**config.mk**
```make
export PLATFORM = sky130hd
export DESIGN_NAME = wb_arbiter_flat
export DESIGN_NICKNAME = d
export VERILOG_FILES = /design/src/rtl/wb_arbiter_if.sv /design/src/rtl/wb_arbiter.sv /design/src/flat_wrapper.sv
export SDC_FILE = /design/constraint.sdc
export NUM_CORES = 1
export LEC_CHECK = 0
export CAP_MARGIN = 20
export CORE_ASPECT_RATIO = 0.7
export CORE_MARGIN = 1
export CORE_UTILIZATION = 45
export DETAILED_ROUTE_END_ITERATION = 16
export PLACE_DENSITY = 0.76
export SYNTH_ARGS = -nofsm -noshare
export SYNTH_HDL_FRONTEND = slang
export SYNTH_SLANG_ARGS = --single-unit
```
**constraint.sdc**
```tcl
create_clock -name CLK -period 3.65 [get_ports CLK]
set_input_delay 0.9125 -clock CLK [delete_from_list [all_inputs] [get_ports CLK]]
set_output_delay 0.9125 -clock CLK [all_outputs]
set_load 0.05 [all_outputs]
```
**src/rtl/wb_arbiter_if.sv**
```systemverilog
// Bundle of functional-unit result requests and the registered regfile writeback port.
// The arbiter takes the slave view; whatever drives the FUs and consumes the writes takes the master view.
interface wb_arbiter_if #(
    parameter int NUM_FU = 4,
    parameter int DATA_W = 32,
    parameter int REG_W  = 5
);
    logic [NUM_FU-1:0]        fu_valid;
    logic [NUM_FU*REG_W-1:0]  fu_rd;
    logic [NUM_FU*DATA_W-1:0] fu_data;
    logic [NUM_FU-1:0]        fu_ready;
    logic                     wb_stall;
    logic                     flush;
    logic                     wb_en;
    logic [REG_W-1:0]         wb_rd;
    logic [DATA_W-1:0]        wb_data;
    logic [2:0]               wb_fu;

    modport slave (
        input  fu_valid, fu_rd, fu_data, wb_stall, flush,
        output fu_ready, wb_en, wb_rd, wb_data, wb_fu
    );

    modport master (
        output fu_valid, fu_rd, fu_data, wb_stall, flush,
        input  fu_ready, wb_en, wb_rd, wb_data, wb_fu
    );
endinterface

```
**src/rtl/wb_arbiter.sv**
```systemverilog
// Writeback arbiter: one holding entry per functional unit, round-robin grant of one
// entry per cycle onto a registered regfile write port, with stall backpressure and flush.
module wb_arbiter #(
    parameter int NUM_FU = 4,
    parameter int DATA_W = 32,
    parameter int REG_W  = 5
) (
    input logic        CLK,
    input logic        nrst,
    wb_arbiter_if.slave bus
);
    localparam int PTR_W = (NUM_FU > 1) ? $clog2(NUM_FU) : 1;

    logic [NUM_FU-1:0] buf_valid;
    logic [REG_W-1:0]  buf_rd   [NUM_FU];
    logic [DATA_W-1:0] buf_data [NUM_FU];
    logic [PTR_W-1:0]  rr_ptr;

    logic [NUM_FU-1:0] grant;
    logic [NUM_FU-1:0] accept;
    logic [PTR_W-1:0]  grant_idx;
    logic [PTR_W-1:0]  rr_next;
    logic              grant_any;
    logic [PTR_W:0]    cand;

    // Round-robin search from rr_ptr upward, wrapping at NUM_FU; first valid entry wins.
    always_comb begin
        grant_any = 1'b0;
        grant_idx = '0;
        cand      = '0;
        if (!bus.wb_stall && !bus.flush) begin
            for (int k = 0; k < NUM_FU; k++) begin
                cand = {1'b0, rr_ptr} + (PTR_W+1)'(k);
                if (cand >= (PTR_W+1)'(NUM_FU))
                    cand = cand - (PTR_W+1)'(NUM_FU);
                if (!grant_any && buf_valid[cand[PTR_W-1:0]]) begin
                    grant_any = 1'b1;
                    grant_idx = cand[PTR_W-1:0];
                end
            end
        end
    end

    assign grant   = grant_any ? (NUM_FU'(1) << grant_idx) : '0;
    assign rr_next = (grant_idx == PTR_W'(NUM_FU - 1)) ? '0 : grant_idx + PTR_W'(1);

    // An entry being drained this cycle can be refilled in the same cycle.
    assign bus.fu_ready = (~buf_valid | grant) & {NUM_FU{~bus.flush}};
    assign accept       = bus.fu_valid & bus.fu_ready;

    always_ff @(posedge CLK or negedge nrst) begin
        if (!nrst) begin
            buf_valid <= '0;
            for (int i = 0; i < NUM_FU; i++) begin
                buf_rd[i]   <= '0;
                buf_data[i] <= '0;
            end
        end else if (bus.flush) begin
            buf_valid <= '0;
        end else begin
            for (int i = 0; i < NUM_FU; i++) begin
                // Writes to r0 are acknowledged but never buffered.
                if (accept[i] && (bus.fu_rd[i*REG_W +: REG_W] != '0)) begin
                    buf_valid[i] <= 1'b1;
                    buf_rd[i]    <= bus.fu_rd[i*REG_W +: REG_W];
                    buf_data[i]  <= bus.fu_data[i*DATA_W +: DATA_W];
                end else if (accept[i] || grant[i]) begin
                    buf_valid[i] <= 1'b0;
                end
            end
        end
    end

    always_ff @(posedge CLK or negedge nrst) begin
        if (!nrst) begin
            bus.wb_en   <= 1'b0;
            bus.wb_rd   <= '0;
            bus.wb_data <= '0;
            bus.wb_fu   <= '0;
            rr_ptr      <= '0;
        end else if (grant_any) begin
            bus.wb_en   <= 1'b1;
            bus.wb_rd   <= buf_rd[grant_idx];
            bus.wb_data <= buf_data[grant_idx];
            bus.wb_fu   <= 3'(grant_idx);
            rr_ptr      <= rr_next;
        end else begin
            bus.wb_en   <= 1'b0;
        end
    end

    a_grant_onehot: assert property (@(posedge CLK) disable iff (!nrst) $onehot0(grant));

endmodule

```
**src/flat_wrapper.sv**
```systemverilog
// flat-port wrapper written by rule: the top's interface ports become plain ports
module wb_arbiter_flat 
#(
    parameter int NUM_FU = 4,
    parameter int DATA_W = 32,
    parameter int REG_W  = 5
)
  (CLK, nrst, bus_fu_valid, bus_fu_rd, bus_fu_data, bus_wb_stall, bus_flush, bus_fu_ready, bus_wb_en, bus_wb_rd, bus_wb_data, bus_wb_fu);
  wb_arbiter_if #(.NUM_FU(NUM_FU), .DATA_W(DATA_W), .REG_W(REG_W)) bus_i ();
  input logic CLK;
  input logic nrst;
  input wire logic [$bits(bus_i.fu_valid)-1:0] bus_fu_valid;
  input wire logic [$bits(bus_i.fu_rd)-1:0] bus_fu_rd;
  input wire logic [$bits(bus_i.fu_data)-1:0] bus_fu_data;
  input wire logic [$bits(bus_i.wb_stall)-1:0] bus_wb_stall;
  input wire logic [$bits(bus_i.flush)-1:0] bus_flush;
  output wire logic [$bits(bus_i.fu_ready)-1:0] bus_fu_ready;
  output wire logic [$bits(bus_i.wb_en)-1:0] bus_wb_en;
  output wire logic [$bits(bus_i.wb_rd)-1:0] bus_wb_rd;
  output wire logic [$bits(bus_i.wb_data)-1:0] bus_wb_data;
  output wire logic [$bits(bus_i.wb_fu)-1:0] bus_wb_fu;
  assign bus_i.fu_valid = bus_fu_valid;
  assign bus_i.fu_rd = bus_fu_rd;
  assign bus_i.fu_data = bus_fu_data;
  assign bus_i.wb_stall = bus_wb_stall;
  assign bus_i.flush = bus_flush;
  assign bus_fu_ready = bus_i.fu_ready;
  assign bus_wb_en = bus_i.wb_en;
  assign bus_wb_rd = bus_i.wb_rd;
  assign bus_wb_data = bus_i.wb_data;
  assign bus_wb_fu = bus_i.wb_fu;
  wb_arbiter #(.NUM_FU(NUM_FU), .DATA_W(DATA_W), .REG_W(REG_W)) u_core (.CLK(CLK), .nrst(nrst), .bus(bus_i));
endmodule
```
# After elaboration in Yosys (flattened, before gate mapping)
# Index checks and enable logic that the tools add are counted.
# totals
output_inout_bits,45
reg_bits,194
inputBits,156
wordCells,118
# op_classes
eq_ne,1
reduce_logical,29
n_addsub,8
shift,1
n_lt_le_gt_ge,9
n_bitwise,6
n_mux,47
# op_table
operator,n
$bmux 32 s2,1
$mux 32,2
$mux 2,14
$mux 1,21
$reduce_bool 5->1,4
$ge 3x3->1 const B,4
$lt 2x3->1 const B,4
$reduce_bool 3->1,4
$bmux 5 s2,1
$mux 5,2
$and 4x4->4,2
$bmux 1 s2,4
$logic_and 1x1->1,8
$mux 4,2
$reduce_and 2->1,4
$sub 2x1->2 const B,4
$add 2x2->3 const B,2
$logic_not 1->1,5
$logic_or 1x1->1,4
$not 4->4,1
$or 4x4->4,1
$shl 1x2->4 const A,1
$add 2x1->3 const B,1
$ge 2x3->1 const B,1
other kinds (4),4

# Longest topological paths before layout
# logic_depth
word_depth,28
mapped_depth,13

# Worst setup path before layout
# No wires, ideal clock.
# synth_path
path_type,input-to-output
from,input bus_wb_stall
to,output bus_fu_ready[0]
arrival_ns,2.876
n_path_buf,1
required_ns,2.738
path_stages,9
setup_slack_ns,-0.138
path_cell_list,nor2_1 nand2b_1 clkinv_1 nand3_1 clkbuf_1 ha_1 inv_1 o21ai_0 nor2b_1
# synth_via
elab_chain_cells,7
word_cells_on_any_way,8
classes_between,1 x shift; 3 x mux; 2 x bitwise; 2 x reduce/logical
# synth_lines
element,line,text
from (decl),flat_wrapper.sv:15,input wire logic [$bits(bus_i.wb_stall)-1:0] bus_wb_stall;
$logic_not 1->1 *,wb_arbiter.sv:31,if (!bus.wb_stall && !bus.flush) begin
$logic_and 1x1->1 *,wb_arbiter.sv:31,
$mux 2,wb_arbiter.sv:31,
$shl 1x2->4,wb_arbiter.sv:44,assign grant = grant_any ? (NUM_FU'(1) << grant_idx) : '0;
$mux 4 *,wb_arbiter.sv:44,
$or 4x4->4 *,wb_arbiter.sv:48,assign bus.fu_ready = (~buf_valid | grant) & {NUM_FU{~bus.flush}};
$and 4x4->4 *,wb_arbiter.sv:48,
to (decl),flat_wrapper.sv:17,output wire logic [$bits(bus_i.fu_ready)-1:0] bus_fu_ready;
# Mark *: on every way between the ends. The rest lies on a longest branch, timed or not.

# Worst setup path in the final report
# layout_path
from,input bus_wb_stall
to,output bus_fu_ready[1]
# The elaborated chain is that of the path after synthesis.

==> reports/results.ini <==
[worst_hold_path]
hold_class=flip-flop to flip-flop

[setup_path]
cp.depth=8
cp-endpoint=bus_fu_ready[1]
r2r_slack_ns=0.69
r2r-end=u_core.buf_data[2]$_DFFE_PN0P_
crit_required_ns=2.74
start_kind=primary input
r2r_start=u_core.rr_ptr[1]$_DFFE_PN0P_
cp-startpoint=bus_wb_stall
cpPeakStageDelay_ns=0.47
worst-path-buf-inv=3
arrival_ns=2.68
crit_fanout=5
slowest_stage=clkdlybuf4s50_1
reg2reg_depth=7
path_cells=clkdlybuf4s50_1 -> nor2_1 -> nand2b_1 -> inv_2 -> nand3_4 -> o21ai_0 -> nor2b_2 -> buf_12
critPathCaptureType=primary output
cp_top_family=buffers and inverters
critPathKind=primary input to primary output

[route]
wl_per_cell_microns=21.52
wirelength_mm=22.79
drtPass1Iterations=5
ant_nets=0
drcViolationCount=0
viasPerCell=5.669
drt_iter0_markers=468
vias=6004

[synth]
synth-seq-cells=194
synth_area_per_cell_sq_um=13.75
syn-num-nets=764
yosysTopAreaCell=dfrtp_1
synthCells=606
synth-edff-count=0
synth-main-ff-cell=dfrtp_1
yosys_warnings=0
async_flop_share_pct=100.0
synthesis.area_sq_um=8333
ys_types=42
synth_top_area_share_pct=58.26
synth.area.top_cells=dfrtp_1 58%, mux2_2 15%, mux2i_1 8.2%, mux2_1 4.1%, a221oi_1 3.3%
ys_seq_area_share_pct=58.26

[die]
core_sq_um=18060
start_util_pct=46.15
die_area_sq_um=19070
die_w_microns=164.6
num_io_pins=201
rows=41
die_h_microns=115.9

[grt]
grt.busiest_layer=met2
use_met1_pct=34.15
grt_first_pass_wirelength_mm=34.79
grt_use_met3_pct=5.941
first_global_vias=6305
antenna_found_initial=0
grt_use_total_pct=24.72
grt_max_degree=93
grt_overflow_total=0
met2_usage_pct=37.98

[layout]
final_cell_mix=194 x clkdlybuf4s50_1, 194 x dfrtp_1, 111 x mux2_2
seq_area_sq_um=4855
nFillCells=1391
syn_to_final_growth_pct=37.10
layout-drive-gt1-share_pct=22.38
stdcell_count=1059
multi_input_area_sq_um=3353
fin_nets=967

[clocking]
ctsHtreeMaxLevel=4
clock_latency_ns=0.43
post_cts_buffers=0
cts_sinks=194
tritoncts=built
path_clk_slew_ns=0.07
cts_buffers=17
cts-hold-fix-buffers=0
root_buffer=clkbuf_16
clk_path_buf_depth=2

[timing]
fin_hold_ws_ns=0.4869
relSlewSlack_pct=51.43
slew_violations=0
tightest_slew_ns=0.7285
finalHoldViolations=0
fmax_ghz=0.2782
post-route-period-util_pct=98.49
fin_crit_ns=3.595
tns_ns=0
setup_violations=0
rsz0062_at_grt=yes
finalClockSkew_ns=0.009696

[power]
powerDensity_nw_per_um2=639.5
peakVddDrop_mv=0.3496
leakagePower_nw=4.904

[placement]
dpl.hpwl_mm=15.83
place.gp.congestion=0.9425
dp.cells=1026
place.port_buffers=199

[run]
drv_cap=0

[outcome]
status=finished, final reports clean

-- synth_stat cells, types with 2 or more instances --
| cell | instances |
|---|---|
| nor2_1 | 41 |
| a21boi_0 | 5 |
| nand2b_1 | 4 |
| nand2_1 | 13 |
| a21oi_1 | 10 |
| ha_1 | 2 |
| nor4_1 | 3 |
| a22o_1 | 5 |
| buf_1 | 3 |
| nor3b_1 | 2 |
| a221oi_1 | 31 |
| buf_2 | 8 |
| nor2b_1 | 4 |
| dfrtp_1 | 194 |
| o21ai_0 | 10 |
| inv_1 | 5 |
| a2111oi_0 | 5 |
| or4_1 | 3 |
| nand3_1 | 4 |
| buf_6 | 3 |
| mux2_1 | 30 |
| a211oi_1 | 4 |
| clkbuf_1 | 21 |
| mux2i_1 | 68 |
| mux2_2 | 111 |
-- metrics by stage --
stage          power [mW]  cell area [sq um]  utilization (%)  worst slack (ns)
6_report            7.306              11420            63.27           0.05505
5_1_grt             7.635              11420            63.26          -0.07725
4_1_cts             7.346              11410            63.18           0.01919
3_5_place_dp        5.370              10770            59.65           0.02173
3_3_place_gp        5.268              10770            59.65           0.08823
2_1_floorplan       4.417               8338                -            0.1176
-- what timing repair did --
action,CTS,global route
endpoints found under the setup margin,2,3
cloned,0,0
gates resized for setup,3,4
-- flip-flops by register name, indices dropped and copies added, names as in the netlist --
signal              flops
u_core.bus.wb_fu        2
u_core.buf_rd          20
u_core.rr_ptr           2
u_core.bus.wb_rd        5
u_core.bus.wb_en        1
u_core.buf_valid        4
u_core.buf_data       128
u_core.bus.wb_data     32
-- report_power, final --
part / total, mW / switching, mW / internal, mW
combinational: 2.34 / 1.31 / 1.03
clock: 1.96 / 0.862 / 1.10
sequential: 3.00 / 0.327 / 2.68
-- layout make-up --
cell class	count	share of cell area (%)
clock buffers	17	3.724
clock inverters	15	1.741
flip-flops and latches	194	42.49
diodes	1	0.02190
multi-input cells	369	29.35
repair buffers	220	19.86
inverters	7	0.2300
well taps	236	2.585
-- worst reg2reg max path: cells and delay by family, from the launching register on --
kind,cells,cell delay (ns)
muxes,2,0.53
and+or+nand+nor,1,0.53
DFF,1,0.45
buffers and inverters,2,0.42
AOI/OAI and AO/OA,2,0.91
-- logic make-up (layout without fill, tap and decap cells) --
| kind of cell | Yosys count | count (layout) | share of synthesized area [%] |
|---|---|---|---|
| mux | 209 | 209 | 27.22 |
| flops | 194 | 194 | 58.26 |
| simple gates | 79 | 79 | 4.399 |
| compound gates | 78 | 78 | 7.403 |
| buf+inv | 43 | 259 | 2.372 |
| fa+ha+maj | 2 | 2 | 0.3003 |
| other cells | 1 | 2 | 0.04500 |
-- worst min-delay path by stage --
stage	startpoint	to	cells after the start
floorplan	u_core.buf_data[10]$_DFFE_PN0P_	u_core.buf_data[10]$_DFFE_PN0P_	1
global placement	u_core.bus.wb_fu[0]$_DFFE_PN0P_	u_core.bus.wb_fu[0]$_DFFE_PN0P_	2
detailed placement	u_core.buf_data[21]$_DFFE_PN0P_	u_core.buf_data[21]$_DFFE_PN0P_	1
CTS	u_core.buf_data[21]$_DFFE_PN0P_	u_core.buf_data[21]$_DFFE_PN0P_	1
global route	u_core.buf_data[17]$_DFFE_PN0P_	u_core.buf_data[17]$_DFFE_PN0P_	1
finish	u_core.buf_data[21]$_DFFE_PN0P_	u_core.buf_data[21]$_DFFE_PN0P_	1
-- per-layer routing --
layer	vias to the layer above	share of wire, %
li1	2628	-
met1	3092	45
met2	250	45
met3	34	7.7
met4	0	1.8
met5	-	0
Note: power is estimated with default switching activity, not from simulation.
